`src/rtl/id_ex_stage_reg.sv`:
```
// ID->EX pipeline stage register with stall, flush, valid tracking, WB->ID write-through
// bypass on the read operands and a saturating bubble counter.
module id_ex_stage_reg #(
  parameter int DATA_W    = 8,
  parameter int REG_W     = 3,
  parameter int NUM_RD    = 2,
  parameter int CNT_W     = 8,
  parameter int REG0_ZERO = 1
) (
  input  logic                     Clk,
  input  logic                     Reset,
  input  logic                     Stall,
  input  logic                     Flush,
  input  logic                     ID_Valid,
  input  logic                     ID_RegWrite,
  input  logic                     ID_ALUSrc,
  input  logic [NUM_RD*DATA_W-1:0] ID_Read_Data,
  input  logic [DATA_W-1:0]        ID_Imm_Data,
  input  logic [NUM_RD*REG_W-1:0]  ID_Read_Reg_Num,
  input  logic [REG_W-1:0]         ID_Write_Reg_Num,
  input  logic                     WB_RegWrite,
  input  logic [REG_W-1:0]         WB_Write_Reg_Num,
  input  logic [DATA_W-1:0]        WB_Write_Data,
  output logic                     EX_Valid,
  output logic                     EX_RegWrite,
  output logic                     EX_ALUSrc,
  output logic [NUM_RD*DATA_W-1:0] EX_Read_Data,
  output logic [DATA_W-1:0]        EX_Imm_Data,
  output logic [NUM_RD*REG_W-1:0]  EX_Read_Reg_Num,
  output logic [REG_W-1:0]         EX_Write_Reg_Num,
  output logic [CNT_W-1:0]         Bubble_Count
);

  localparam logic [CNT_W-1:0] CNT_ONE = CNT_W'(1);
  localparam logic [CNT_W-1:0] CNT_MAX = {CNT_W{1'b1}};

  logic                     ex_valid_r, ex_valid_s;
  logic                     ex_regwrite_r, ex_regwrite_s;
  logic                     ex_alusrc_r, ex_alusrc_s;
  logic [NUM_RD*DATA_W-1:0] ex_read_data_r, ex_read_data_s;
  logic [DATA_W-1:0]        ex_imm_data_r, ex_imm_data_s;
  logic [NUM_RD*REG_W-1:0]  ex_read_reg_num_r, ex_read_reg_num_s;
  logic [REG_W-1:0]         ex_write_reg_num_r, ex_write_reg_num_s;
  logic [CNT_W-1:0]         bubble_count_r, bubble_count_s;

  // Register 0 is never forwarded when it is hardwired to zero.
  function automatic logic hit_f(input logic wb_we, input logic [REG_W-1:0] wb_num,
                                 input logic [REG_W-1:0] num);
    logic reg0_s;
    reg0_s = (REG0_ZERO == 1) && (num == {REG_W{1'b0}});
    hit_f  = wb_we && (wb_num == num) && !reg0_s;
  endfunction

  function automatic logic [CNT_W-1:0] sat_inc_f(input logic [CNT_W-1:0] cnt);
    if (cnt == CNT_MAX) sat_inc_f = cnt;
    else                sat_inc_f = cnt + CNT_ONE;
  endfunction

  // Next-state selection: flush over stall over load.
  always_comb begin
    ex_valid_s         = ex_valid_r;
    ex_regwrite_s      = ex_regwrite_r;
    ex_alusrc_s        = ex_alusrc_r;
    ex_read_data_s     = ex_read_data_r;
    ex_imm_data_s      = ex_imm_data_r;
    ex_read_reg_num_s  = ex_read_reg_num_r;
    ex_write_reg_num_s = ex_write_reg_num_r;
    bubble_count_s     = bubble_count_r;
    if (Flush) begin
      ex_valid_s     = 1'b0;
      ex_regwrite_s  = 1'b0;
      ex_alusrc_s    = 1'b0;
      bubble_count_s = sat_inc_f(bubble_count_r);
    end else if (Stall) begin
      // A held instruction still picks up a register written back while it waits.
      for (int i = 0; i < NUM_RD; i++) begin
        if (ex_valid_r && hit_f(WB_RegWrite, WB_Write_Reg_Num,
                                ex_read_reg_num_r[i*REG_W +: REG_W])) begin
          ex_read_data_s[i*DATA_W +: DATA_W] = WB_Write_Data;
        end else begin
          ex_read_data_s[i*DATA_W +: DATA_W] = ex_read_data_r[i*DATA_W +: DATA_W];
        end
      end
    end else begin
      ex_valid_s         = ID_Valid;
      ex_regwrite_s      = ID_RegWrite & ID_Valid;
      ex_alusrc_s        = ID_ALUSrc;
      ex_imm_data_s      = ID_Imm_Data;
      ex_read_reg_num_s  = ID_Read_Reg_Num;
      ex_write_reg_num_s = ID_Write_Reg_Num;
      for (int i = 0; i < NUM_RD; i++) begin
        if (hit_f(WB_RegWrite, WB_Write_Reg_Num, ID_Read_Reg_Num[i*REG_W +: REG_W])) begin
          ex_read_data_s[i*DATA_W +: DATA_W] = WB_Write_Data;
        end else begin
          ex_read_data_s[i*DATA_W +: DATA_W] = ID_Read_Data[i*DATA_W +: DATA_W];
        end
      end
      if (!ID_Valid) begin
        bubble_count_s = sat_inc_f(bubble_count_r);
      end else begin
        bubble_count_s = bubble_count_r;
      end
    end
  end

  // Stage register with synchronous reset.
  always_ff @(posedge Clk) begin
    if (Reset) begin
      ex_valid_r         <= 1'b0;
      ex_regwrite_r      <= 1'b0;
      ex_alusrc_r        <= 1'b0;
      ex_read_data_r     <= {(NUM_RD*DATA_W){1'b0}};
      ex_imm_data_r      <= {DATA_W{1'b0}};
      ex_read_reg_num_r  <= {(NUM_RD*REG_W){1'b0}};
      ex_write_reg_num_r <= {REG_W{1'b0}};
      bubble_count_r     <= {CNT_W{1'b0}};
    end else begin
      ex_valid_r         <= ex_valid_s;
      ex_regwrite_r      <= ex_regwrite_s;
      ex_alusrc_r        <= ex_alusrc_s;
      ex_read_data_r     <= ex_read_data_s;
      ex_imm_data_r      <= ex_imm_data_s;
      ex_read_reg_num_r  <= ex_read_reg_num_s;
      ex_write_reg_num_r <= ex_write_reg_num_s;
      bubble_count_r     <= bubble_count_s;
    end
  end

  assign EX_Valid         = ex_valid_r;
  assign EX_RegWrite      = ex_regwrite_r;
  assign EX_ALUSrc        = ex_alusrc_r;
  assign EX_Read_Data     = ex_read_data_r;
  assign EX_Imm_Data      = ex_imm_data_r;
  assign EX_Read_Reg_Num  = ex_read_reg_num_r;
  assign EX_Write_Reg_Num = ex_write_reg_num_r;
  assign Bubble_Count     = bubble_count_r;

endmodule

```
`config.mk`:
```
export PLATFORM = sky130hd
export DESIGN_NAME = id_ex_stage_reg
export DESIGN_NICKNAME = d
export VERILOG_FILES = /design/src/rtl/id_ex_stage_reg.sv
export SDC_FILE = /design/constraint.sdc
export NUM_CORES = 1
export LEC_CHECK = 0
export CORE_MARGIN = 2
export CORE_UTILIZATION = 37
export DETAILED_ROUTE_END_ITERATION = 6
export PLACE_DENSITY_LB_ADDON = 0.12
export SLEW_MARGIN = 0
export SYNTH_ARGS = -nofsm -noshare
export SYNTH_HDL_FRONTEND = slang
export SYNTH_SLANG_ARGS = --single-unit
```
`constraint.sdc`:
```
create_clock -name Clk -period 2 [get_ports Clk]
set_input_delay 0.4 -clock Clk [delete_from_list [all_inputs] [get_ports Clk]]
set_output_delay 0.4 -clock Clk [all_outputs]
set_load 0.01 [all_outputs]
```
; Word-level counts from Yosys, hierarchy flattened
; Cells that the tools add are included.
[classes]
eq_ne = 9
n_addsub = 1
bitwise_logic = 3
n_mux = 9
n_reduce_logical = 23
[ops]
columns = cell, count
row1 = two-way mux 8 bit, 8
row2 = two-way mux 16 bit, 1
row3 = == test 3 bit, 4
row4 = logical NOT 3 bit, 4
row5 = logical AND 1 bit, 10
row6 = adder 8 x 1 -> 8 bit (second input constant), 1
row7 = == test 8 bit (second input constant), 1
row8 = AND reduction 2 bit, 4
row9 = inequality test 2 x 1 -> 1 bit (second input constant), 3
row10 = logical NOT 1 bit, 4
row11 = inequality test 2 bit (second input constant), 1
row12 = inverter 1 bit, 2
row13 = OR reduction 2 bit, 1
row14 = AND 1 bit, 1
[word_totals]
input_bits = 52
reg_bits = 44
elab_cells = 54

; Longest topological paths before layout
; Gate-level depths: netlist of the first run.
[logic_depth]
ltp_word = 6
ltp_mapped = 7

; Worst setup path before layout of the first run
; Ideal clock, no wire load.
[synth_path]
kind = in2reg
from = input WB_Write_Reg_Num[0]
to = register ex_read_data_r[10] (netlist: EX_Read_Data[10])
path_buffers = 1
setup_slack_ps = 98
required_ps = 1862
cell_stages = 6
t_arrival_ps = 1764
setup_time_ps = 138
path_cell_list = buf_6 -> or3b_1 -> a211o_1 -> o21ai_4 -> mux2i_1 -> a211oi_1
[synth_between]
elab_chain_cells = 6
elab_cells_between_ends = 11
cone_classes = eq/ne: 3 / mux: 2 / reduce/logical: 6
[synth_rtl]
columns = item, line
row1 = start: declaration, 22  ; input logic [REG_W-1:0] WB_Write_Reg_Num,
row2 = == test 3 bit, 51  ; hit_f = wb_we && (wb_num == num) && !reg0_s;
row3 = logical AND 1 bit (2 in a row), 51
row4 = logical AND 1 bit, 77  ; if (ex_valid_r && hit_f(WB_RegWrite, WB_Write_Reg_Num,
row5 = inequality test 2 x 1 -> 1 bit (no source line), -
row6 = AND reduction 2 bit (no source line), -
row7 = end signal: assignment, 112  ; ex_read_data_r <= {(NUM_RD*DATA_W){1'b0}};
row8 = end signal: assignment, 121  ; ex_read_data_r <= ex_read_data_s;
row9 = end: declaration, 40  ; logic [NUM_RD*DATA_W-1:0] ex_read_data_r, ex_read_data_s;
; Parallel ways exist; a longest one is shown, timed or not.
; A chain may end at the register's enable or synchronous reset.

; Final worst setup path of the first run
[layout_path]
from = input WB_Write_Reg_Num[0]
to = register ex_read_data_r[12] (netlist: EX_Read_Data[12])
; The elaborated chain is that of the path after synthesis.

==> results of run 1 <==
sequential cells by signal, summed over array words and instances (netlist names):
signal            cells
EX_RegWrite           1
EX_Write_Reg_Num      3
EX_ALUSrc             1
EX_Read_Reg_Num       6
EX_Valid              1
Bubble_Count          8
EX_Imm_Data           8
EX_Read_Data         16
worst reg2reg max path: stages, from the launching register on:
cell and delay (ns):
dfxtp_1 0.34, or2_2 0.30, o21ai_0 0.15, a41o_1 0.23
buf_12 0.15, nor2_1 0.05, a211oi_1 0.21
layer usage:
layer  GRT usage  vias up
met1       0.232      922
met5           0        -
met3      0.0598        7
li1            -     1039
met4      0.0474        0
met2       0.310       69
synth_stat cells (all sizes together), types with 3 or more instances:
| cell | count |
|---|---|
| a211oi | 14 |
| o21ai | 5 |
| nand2b | 5 |
| nor3 | 3 |
| nand4 | 3 |
| dfxtp | 44 |
| clkbuf | 12 |
| xor2 | 3 |
| nand2 | 48 |
| nor2 | 26 |
| xnor2 | 10 |
| a21oi | 21 |
| a41oi | 4 |
| mux2i | 18 |
| o21bai | 4 |
what timing repair did:
item	CTS	global route
setup endpoints to repair	1	13
setup buffers	0	0
pin swaps	1	8
gates resized for setup	0	12
stage by stage:
step	power (mW)	setup TNS [ns]	instances	cell area, sq um
2_1_floorplan	1.16	0	239	2040
5_1_grt	2.18	0	416	3360
3_3_place_gp	1.43	-4.12	410	3210
4_1_cts	2.09	0	416	3310
6_report	2.08	0	416	3360
3_5_place_dp	1.43	-4.43	410	3210
kinds of logic after synthesis:
kind of cell / Yosys count / synth area share
AO/OA/AOI/OAI: 54 / 0.184
adder cells (fa/ha/maj): 1 / 0.00613
XOR/XNOR: 13 / 0.0558
multiplexers: 18 / 0.0883
AND/OR/NAND/NOR: 95 / 0.201
buffers and inverters: 14 / 0.0331
flip-flops: 44 / 0.432
path summary, 6_finish.rpt:
check	startpoint	end	slack, ns	cells past startpoint
setup / recovery	WB_Write_Reg_Num[0]	EX_Read_Data[12]$_SDFFE_PP0P_	0.1	7
setup reg to reg	EX_Read_Reg_Num[2]$_SDFFE_PP0P_	EX_Read_Data[6]$_SDFFE_PP0P_	0.50	6
hold / removal	EX_Imm_Data[5]$_SDFFE_PP0P_	EX_Imm_Data[5]$_SDFFE_PP0P_	0.45	2
hold reg to reg	EX_Imm_Data[5]$_SDFFE_PP0P_	EX_Imm_Data[5]$_SDFFE_PP0P_	0.45	2
layout make-up:
cell class	instances	area, sq um	area share
clock buffer	5	68.8	0.0205
clock inverter	1	30.0	0.00893
multi-input combinational	181	1130	0.336
sequential	44	881	0.262
tap	72	90.1	0.0268
timing repair buffer	113	1160	0.345
where the power goes:
part | switching [mW] | total, mW | leakage [nW] | internal (mW)
sequential | 0.0300 | 0.951 | 0.360 | 0.921
clock | 0.296 | 0.655 | 0.0501 | 0.359
combinational | 0.190 | 0.470 | 0.899 | 0.279
==> flow_summary_export.csv, run 1 <==
group,metric,value,unit
floorplan,initial_utilization,0.378,
layout,area_delta_synth_final,64.7,%
drt,drt-pass1-iter-count,4,
layout,final_core_util,0.622,
setup_path,max_stage_delay,0.42,ns
setup_path,path_class,"in2reg",
run_status,status,"completed",
sta,worst_hold_slack,0.454,ns
synthesis,yosys_warnings,0,
drt,wl_met2,2540,microns
synthesis,syn_area,0.00204,sq mm
drt,totalWireLength,5550,microns
sta,layout_min_cycle_time,1.90,ns
clock_network,cts_hold_repair.buffers,0,
clock_network,cts_tree,"built",
floorplan,top_level_ports,96,
sta,fin_skew,0.00599,ns
clock_network,cts_inserted_buffers,5,
synthesis,synth-seq-cells,44,
synthesis,synth_top_flop_cell,"dfxtp_1",
floorplan,fp.coreArea,0.00541,sq mm
power_and_ir_drop,power-per-cell-area,617,mW/mm^2
synthesis,syn_inst,239,
synthesis,synth.largest_area_cell,"dfxtp_1",
placed_design,dp_hpwl,4100,microns
setup_path,crit_path_cell_trace,"clkdlybuf4s50_1 > or3b_1 > a211o_1 > o21ai_4 > buf_12 > mux2i_2 > a211oi_2",
sta,max_freq,525,MHz
global_route,grt_pass1_vias,2014,
layout,nFillCells,516,
clock_network,htreeDepth,2,
floorplan,die_w,78.3,microns
clock_network,cts.clk_slew.worst_paths,0.08,ns
setup_path,crit_fanout,8,
drt,avgRoutedWirePerCell,13.3,microns
layout,n_antenna_cell,0,
synthesis,netlist_top_cells_area,"dfxtp_1 (43%), mux2i_1 (8.8%), nand2_1 (8.8%), a211oi_1 (5.2%), a21oi_1 (5.2%)",
sta,period_share,0.952,
layout,drive_gt1_frac,0.102,
drt,routed_via_density,4.90,
drt,dr_total_vias,2037,
setup_path,cp.required,2.18,ns
sta,rsz0062_at_grt,"no",
setup_path,crit_family,"buffers and inverters",
sta,slew_violations,0,
sta,hold_viol,0,
hold_path,holdCritPathClass,"reg2reg",
synthesis,yosysTopAreaCellShare,0.432,
drt,met1Wirelength,2530,microns
clock_network,clock_path_buffers,2,
setup_path,cp_num_buf_inv,2,
global_route,overflow,0,
layout,final_nets,398,
clock_network,cts.sinks,44,
global_route,grt_pass1_wl,9160,microns
global_route,grt_max_degree,45,
synthesis,synth_edf_count,0,
setup_path,start_kind,"input pin",
placed_design,io_buffers,95,
drt,drt_iter0_markers,57,
setup_path,endpoint_kind,"flop",
drt,top_layer,"met4",
floorplan,die_y,78.3,microns
layout,mostFrequentLayoutCells,"clkdlybuf4s50_1 (90), nand2_1 (48), dfxtp_1 (44), nor2_1 (26), a21oi_1 (21)",
sta,worstMarginPinSlew,0.315,ns
synthesis,async_flop_share,0,
synthesis,seq_area_frac_synth,0.432,
setup_path,arrival,2.09,ns
drt,wl_met3,425,microns
power_and_ir_drop,max-vdd-ir-drop,0.285,mV
global_route,antenna_found_initial,0,
drt,drc_errors,0,
placed_design,finalWeightedCongestion,0.797,
synthesis,syn-num-nets,292,
sta,setup_viol,0,
placed_design,dpl_worst_slack,-0.341,ns
sta,final.setup.worst_slack,0.0959,ns
synthesis,syn_avg_cell_area,8.54,sq um
power_and_ir_drop,power.leakage,1.31,nW
sta,maxSlewHeadroom,0.787,
synthesis,ys_types,29,
clock_network,root_buffer,"clkbuf_8",
floorplan,die_area,0.00613,sq mm
drt,ant_nets,0,
job,drv_cap,0,
clock_network,clk_latency,0.29,ns
global_route,track_usage,0.186,
layout,layout_commonest_cell,"clkdlybuf4s50_1",
floorplan,rows,27,
setup_path,crit_slowest_cell,"clkdlybuf4s50_1",
No activity file was read; power rests on OpenSTA's default activity.
==> run 2: changes to the inputs <==
--- a/config.mk
+++ b/config.mk
@@ -5,6 +5,7 @@
 export SDC_FILE = /design/constraint.sdc
 export NUM_CORES = 1
 export LEC_CHECK = 0
+export ABC_CLOCK_PERIOD_IN_PS = 2000
 export CORE_MARGIN = 2
 export CORE_UTILIZATION = 37
 export DETAILED_ROUTE_END_ITERATION = 6
==> results of run 2 <==
Same layout as run 1: the final DEF is identical, and so are final timing and power.
